$ cat config.mk
export PLATFORM = sky130hd
export DESIGN_NAME = lcd_serial_tx
export DESIGN_NICKNAME = d
export VERILOG_FILES = /design/src/rtl/lcd_serial_tx.sv
export SDC_FILE = /design/constraint.sdc
export NUM_CORES = 1
export LEC_CHECK = 0
export ABC_CLOCK_PERIOD_IN_PS = 2500
export CORE_MARGIN = 2
export CORE_UTILIZATION = 45
export CTS_CLUSTER_SIZE = 14
export DETAILED_ROUTE_END_ITERATION = 12
export PLACE_DENSITY = 0.75
export SLEW_MARGIN = 20
export SYNTH_ARGS = -nofsm -noshare
export SYNTH_HDL_FRONTEND = slang
export SYNTH_SLANG_ARGS = --single-unit
$ cat constraint.sdc
create_clock -name clk -period 2.5 [get_ports clk]
set_input_delay 0.375 -clock clk [delete_from_list [all_inputs] [get_ports clk]]
set_output_delay 0.375 -clock clk [all_outputs]
set_load 0.03 [all_outputs]
$ cat src/rtl/lcd_serial_tx.sv
// Serial word writer for the LCD 3/4-wire port (CSB/SCL/SI/RS), MSB- or LSB-first, with burst CSB hold.
// Latency: (2*DATA_W+1)*CLK_DIV cycles from the accepting edge to done/ready; next start accepted the same cycle ready rises.
// Backpressure: ready=0 while a word is in flight; start is ignored unless ready=1.
//
// Ports:
//   clk, rst            system clock, synchronous active-high reset
//   start/data_in/rs_in/last   word request, latched when accepted (start & ready)
//   ready, done         can accept / one-cycle end-of-word pulse
//   csb, scl, si, rs    LCD pins; scl idles high, LCD samples si on scl rising edge
module lcd_serial_tx #(
    parameter int DATA_W    = 8,
    parameter int CLK_DIV   = 20000,
    parameter int MSB_FIRST = 1
) (
    input  logic              clk,
    input  logic              rst,
    input  logic              start,
    input  logic [DATA_W-1:0] data_in,
    input  logic              rs_in,
    input  logic              last,
    output logic              ready,
    output logic              done,
    output logic              csb,
    output logic              scl,
    output logic              si,
    output logic              rs
);

    localparam int PW = (CLK_DIV > 1) ? $clog2(CLK_DIV) : 1;
    localparam int BW = (DATA_W > 1) ? $clog2(DATA_W) : 1;
    localparam logic [PW-1:0] PH_LAST  = PW'(CLK_DIV - 1);
    localparam logic [BW-1:0] BIT_LAST = BW'(DATA_W - 1);

    typedef enum logic [2:0] {
        IDLE  = 3'd0,
        SETUP = 3'd1,
        LOW   = 3'd2,
        HIGH  = 3'd3,
        HOLD  = 3'd4,
        BURST = 3'd5
    } state_t;

    state_t              state_q, state_d;
    logic [PW-1:0]       ph_q, ph_d;
    logic [BW-1:0]       bit_q, bit_d;
    logic [DATA_W-1:0]   data_q, data_d;
    logic                last_q, last_d;
    logic                csb_q, csb_d;
    logic                scl_q, scl_d;
    logic                si_q, si_d;
    logic                rs_q, rs_d;
    logic                ready_q, ready_d;
    logic                done_q, done_d;
    logic                phase_end;

    // Bit select by index (word stays intact for the whole transfer).
    function automatic logic pick(input logic [DATA_W-1:0] w, input logic [BW-1:0] idx);
        if (MSB_FIRST != 0) begin
            return w[BIT_LAST - idx];
        end else begin
            return w[idx];
        end
    endfunction

    always_ff @(posedge clk) begin
        if (rst) begin
            state_q <= IDLE;
            ph_q    <= '0;
            bit_q   <= '0;
            data_q  <= '0;
            last_q  <= 1'b0;
            csb_q   <= 1'b1;
            scl_q   <= 1'b1;
            si_q    <= 1'b0;
            rs_q    <= 1'b0;
            ready_q <= 1'b1;
            done_q  <= 1'b0;
        end else begin
            state_q <= state_d;
            ph_q    <= ph_d;
            bit_q   <= bit_d;
            data_q  <= data_d;
            last_q  <= last_d;
            csb_q   <= csb_d;
            scl_q   <= scl_d;
            si_q    <= si_d;
            rs_q    <= rs_d;
            ready_q <= ready_d;
            done_q  <= done_d;
        end
    end

    always_comb begin
        state_d   = state_q;
        ph_d      = ph_q;
        bit_d     = bit_q;
        data_d    = data_q;
        last_d    = last_q;
        csb_d     = csb_q;
        scl_d     = scl_q;
        si_d      = si_q;
        rs_d      = rs_q;
        ready_d   = ready_q;
        done_d    = 1'b0;
        phase_end = (ph_q == PH_LAST);

        // Every timed phase lasts exactly CLK_DIV cycles.
        if (state_q inside {SETUP, LOW, HIGH, HOLD}) begin
            ph_d = phase_end ? '0 : ph_q + PW'(1);
        end

        case (state_q)
            IDLE, BURST: begin
                if (start) begin
                    data_d  = data_in;
                    rs_d    = rs_in;
                    last_d  = last;
                    csb_d   = 1'b0;
                    si_d    = pick(data_in, '0);
                    ready_d = 1'b0;
                    bit_d   = '0;
                    ph_d    = '0;
                    state_d = SETUP;
                end
            end
            SETUP: begin
                if (phase_end) begin
                    scl_d   = 1'b0;
                    state_d = LOW;
                end
            end
            LOW: begin
                if (phase_end) begin
                    scl_d = 1'b1;
                    // The high half of the final bit doubles as the hold phase.
                    state_d = (bit_q == BIT_LAST) ? HOLD : HIGH;
                end
            end
            HIGH: begin
                if (phase_end) begin
                    scl_d   = 1'b0;
                    si_d    = pick(data_q, bit_q + BW'(1));
                    bit_d   = bit_q + BW'(1);
                    state_d = LOW;
                end
            end
            HOLD: begin
                if (phase_end) begin
                    done_d  = 1'b1;
                    ready_d = 1'b1;
                    if (last_q) begin
                        csb_d   = 1'b1;
                        si_d    = 1'b0;
                        state_d = IDLE;
                    end else begin
                        state_d = BURST;
                    end
                end
            end
            default: state_d = IDLE;
        endcase
    end

    assign ready = ready_q;
    assign done  = done_q;
    assign csb   = csb_q;
    assign scl   = scl_q;
    assign si    = si_q;
    assign rs    = rs_q;

endmodule
# --- Word-level counts from Yosys, hierarchy flattened ---
# Index checks and enable logic that the tools add are counted.
word_totals:
  ff_bits: 36
  latchBits: 0
  mem_bits_rw: 0
  mem_bits_ro: 0
  in_bits: 13
  output_inout_bits: 6
  elab_cells: 75
  memories: 0
classes:
  n_addsub: 3
  n_mul: 0
  div_mod_pow: 0
  magnitude_cmp: 1
  n_eq_ne: 13
  shift: 0
  n_mux: 30
  bitwise: 1
  n_reduce_logical: 16
op_table:
  columns: ["cell", "count"]
  rows:
  - ["15-bit 2-to-1 mux", 4]
  - ["3-bit 2-to-1 mux", 8]
  - ["15-bit by 1-bit adder with 15-bit output (second input constant)", 1]
  - ["15-bit == test (second input constant)", 1]
  - ["3-bit one-hot mux with 4 select lines", 1]
  - ["1-bit 2-to-1 mux", 11]
  - ["2-bit inequality test (second input constant)", 5]
  - ["3-bit == test (second input constant)", 3]
  - ["3-bit AND reduction", 3]
  - ["4-bit AND reduction", 2]
  - ["3-bit by 2-bit == test with 1-bit output (second input constant)", 2]
  - ["1-bit one-hot mux with 2 select lines", 3]
  - ["3-bit one-hot mux with 2 select lines", 1]
  - ["2-bit nonzero test", 3]
  - ["2-bit OR reduction", 3]
  - ["5-bit AND reduction", 1]
  - ["3-bit by 4-bit less-than comparator with 1-bit output (second input constant)", 1]
  - ["4-bit nonzero test", 1]
  - ["3-bit by 1-bit adder with 3-bit output (second input constant)", 1]
  - ["1-bit binary-select mux with 3-bit select", 1]
  - ["3-bit by 1-bit == test with 1-bit output (second input constant)", 1]
  - ["3-bit logical NOT", 1]
  - ["1-bit one-hot mux with 3 select lines", 1]
  - ["3-bit nonzero test", 1]
  - ["4 further kinds", 4]

# --- Longest topological paths before layout ---
depth:
  depth_word: 6
  depth_mapped: 8
  depth_no_buf: 7

# --- Least setup slack after synthesis ---
# No wires, ideal clock.
synth_timing:
  kind: "register -> register"
  from: "reg ph_q[0]"
  to: "reg si_q, in the netlist si"
  setup_ps: 121
  arrival_time_ps: 1719
  setup_slack_ps: 660
  path_stages_with_launch: 7
  n_path_buf: 0
  cell_sequence: "dfxtp_1 > ha_1 > and4_1 > nand4_1 > or2_4 > a221oi_2 > mux2_2"
synth_between:
  elab_chain_cells: 3
  word_cells_on_any_way: 4
synth_rtl:
  columns: ["element", "line", "rtl"]
  rows:
  - ["start, declared", "44", "logic [PW-1:0] ph_q, ph_d;"]
  - ["start signal, assigned", "80", "ph_q <= ph_d;"]
  - ["15-bit == test (*)", "105", "phase_end = (ph_q == PH_LAST);"]
  - ["2-bit inequality test (no line)", null, null]
  - ["5-bit AND reduction (no line) (*)", null, null]
  - ["end signal, assigned", "86", "si_q <= si_d;"]
  - ["end, declared", "50", "logic si_q, si_d;"]
# Mark *: on every way between the ends. The rest lies on a longest branch, timed or not.
# A chain may end at the register's enable or synchronous reset.

# --- Final worst setup path ---
layout_timing:
  from: "reg state_q[1]"
  to: "reg si_q, in the netlist si"
layout_between:
  elab_chain_cells: 4
  word_cells_on_any_way: 12
layout_rtl:
  columns: ["element", "line", "rtl"]
  rows:
  - ["start, declared", "43", "state_t state_q, state_d;"]
  - ["start signal, assigned", "79", "state_q <= state_d;"]
  - ["3-bit == test / 3-bit logical NOT (equally long branches)", "112", "case (state_q)"]
  - ["2-bit OR reduction", "112", null]
  - ["2-bit inequality test (no line) / 3-bit nonzero test (equally long branches)", null, null]
  - ["5-bit AND reduction (no line)", null, null]
# Several ways; a longest one is shown, not always the timed one.

==> summary.md <==
| Metric | Value |
|---|---|
| Crit path arrival time | `2.23 ns` |
| CTS Root Cell | `clkbuf_8` |
| # setup viols final | `0` |
| Die area | `4420 um^2` |
| Crit start category | `flop` |
| Final Max Slew Viols | `0` |
| Util after Layout | `55.3%` |
| Initial antenna violation count | `0` |
| CP endpoint kind | `flop` |
| Sequential share of power | `53.1%` |
| Synth-to-layout area growth | `17.1%` |
| Hold buffers post-CTS | `0` |
| Fin crit period | `2.04 ns` |
| Synthesized Nets | `216` |
| RSZ-0062 raised after global routing | `no` |
| # diodes | `0` |
| Worst Hold Margin | `0.463 ns` |
| Max-slew headroom | `63.9%` |
| Share of layout cells above drive strength 1 | `9.59%` |
| Post-synthesis cell count | `200` |
| Drt pass-1 iters | `4` |
| MaxCap Viol Count | `0` |
| Critical Path Start | `state_q[1]` |
| Status | `completed` |
| Synth async-reset ratio | `0%` |
| Final std cells w/o fill | `267` |
| Vias in the first global route | `1219` |
| PostCTS Resize Cnt | `0` |
| Max Clock Skew | `0.00669 ns` |
| Hpwl dp | `2320 um` |
| Worst Setup Slack, final | `0.455 ns` |
| I/O pin total | `19` |
| Synth unique cells | `42` |
| Pint | `0.845 mW` |
| Hold WC Path Type | `flop to flop` |
| Worst slew pin tran | `0.540 ns` |
| Synthesized area per cell | `8.78 um^2` |
| Pre-CTS WS | `0.481 ns` |
| Total grt overflow | `0` |
| Total number of vias | `1395` |
| Reg clk slew, reported paths | `0.07 ns` |
| Fin crit share | `81.8%` |
| Most common flop cell mapped by yosys | `dfxtp_1` |
| Maximum VDD drop | `0.000356 V` |
| Clk_lat worst skew | `0.30 ns` |
| Num CTS Buffers | `5` |
| DIE HEIGHT | `66.5 um` |
| CTS tree | `built` |
| Post-CTS setup buffer count | `0` |
| Port Buf Inserts | `18` |
| DRT antenna net count | `0` |
| Max Freq | `489 MHz` |
| Drt wl/cell | `12.4 um` |
| Post-placement cell area | `1960 um^2` |
| Drt drc | `0` |
| Post-synth EDFFs | `0` |
| Static Leak | `0.737 nW` |
| Core area | `3720 um^2` |
| 1st-iter DRT viols | `132` |
| Min-delay src | `ready` |
| NetSw | `0.292 mW` |
| Nets | `234` |
| First-pass GRT wire length | `5560 um` |
| Sum Neg Setup Slack | `0 ns` |
| Largest net degree at the start of global routing | `17` |
| Area occupied by multi-input gates | `965 um^2` |
| Post-synthesis sequential area ratio | `41.1%` |
| FF/Latch Area | `721 um^2` |
| Final Total Pwr | `1.14 mW` |
| Worst Path Required | `2.69 ns` |
| Combinational group share of total power | `10.4%` |
| Placed cell count | `259` |
| Worst R2R Start | `state_q[1]` |
| Worst Setup Path Type | `flop to flop` |
| Critical Path Fanout Max | `13` |
| P per Cell Area | `553 nW/um^2` |
| Initial core utilization | `47.2%` |
| Die W | `66.5 um` |
| Final RePlAce weighted congestion | `0.905` |
| Vias/cell | `5.22` |
| Clock power share | `36.5%` |
| Synth warn | `0` |
| Final Hold Viols | `0` |
| Sw Share | `25.6%` |
| Final instance area | `2060 um^2` |
| CTS max path bufs | `2` |
| # rows | `22` |
| #FFs+latches synth | `36` |
| Drt total wl | `3310 um` |
| Sink Count | `36` |
| Fill cells | `339` |
| CTS H-tree depth | `2` |
| Mapped cell area | `1760 um^2` |
| Overall routing resource usage | `16.8%` |
## critical path: stages (launching register included)
cell and delay [ns]:
dfxtp_1 0.60, nor2b_1 0.30, nand2_1 0.15, or2_4 0.29, a221oi_2 0.24, mux2_2 0.35
## power groups by stage
stage | clock [mW] | combinational (mW) | sequential, mW
3_3_place_gp | 0 | 0.116 | 0.617
4_1_cts | 0.424 | 0.118 | 0.604
5_1_grt | 0.450 | 0.129 | 0.606
2_1_floorplan | 0 | 0.0690 | 0.623
6_report | 0.415 | 0.118 | 0.604
3_5_place_dp | 0 | 0.117 | 0.617
## cells in the mapped netlist (2+ instances only)
library cell,number,share of area (%)
ha_1,3,2.1
dfxtp_1,36,41
a22oi_1,2,0.86
nand2_1,17,3.6
clkbuf_2,2,0.57
xnor2_1,8,4.0
nor3_2,2,1.1
and4_2,2,1.1
a21oi_1,11,3.1
xor2_1,7,3.5
nor2_1,33,7.1
nand3_1,11,3.1
o21ai_0,7,2.0
clkbuf_1,3,0.64
nand4_1,4,1.4
and3_1,3,1.1
nor2b_1,3,1.1
mux2i_1,10,5.7
inv_1,6,1.3
nor3_1,7,2.0
buf_4,2,0.86
## per-layer routing
| metal | routed length [um] | global-route usage, % | part of all wire [%] | vias up |
|---|---|---|---|---|
| met1 | 1690 | 24.2 | 51 | 633 |
| li1 | - | - | - | 731 |
| met4 | 76 | 9.44 | 2.3 | 0 |
| met2 | 1430 | 22.9 | 43 | 24 |
| met5 | 0 | 0 | 0 | - |
| met3 | 120 | 3.55 | 3.6 | 7 |
## final timing paths
| kind | to | slack [ns] | cells after the start |
|---|---|---|---|
| worst max-delay path | si | 0.46 | 5 |
| worst min-delay path | ready | 0.46 | 2 |
| worst max register to register | si | 0.46 | 5 |
| worst min register to register | ready | 0.46 | 2 |
## logic make-up after synthesis
family | synth area share (%)
and+or+nand+nor | 27.4
DFF | 41.1
AOI/OAI and AO/OA | 9.98
xor gates and xnor gates | 7.48
buffers and inverters | 4.28
muxes | 7.63
adders and majority gates | 2.14
## placed cells by master, fill, tap and decap left out, types with 5 or more instances in the layout
cell type        count
dfxtp_1             36
nor3_1               7
a21oi_1             11
o21ai_0              7
nor2_1              33
clkdlybuf4s50_1     18
clkbuf_8             5
nand3_1             11
nand2_1             17
xor2_1               7
mux2i_1             10
inv_1                6
xnor2_1              8
## flip-flops by register name, summed over array words and instances, names as in the netlist
register	cells
state_q	3
ready	1
scl	1
data_q	8
bit_q	3
csb	1
done	1
si	1
last_q	1
rs	1
ph_q	15
## area by class of cell
cell class	count	share of cell area, %
Multi-Input combinational cell	149	46.9
Sequential cell	36	35.1
Timing Repair Buffer	20	9.49
Clock buffer	5	3.35
Tap cell	48	2.92
Clock inverter	3	1.16
Inverter	6	1.10
(Power assumes the default switching activity.)
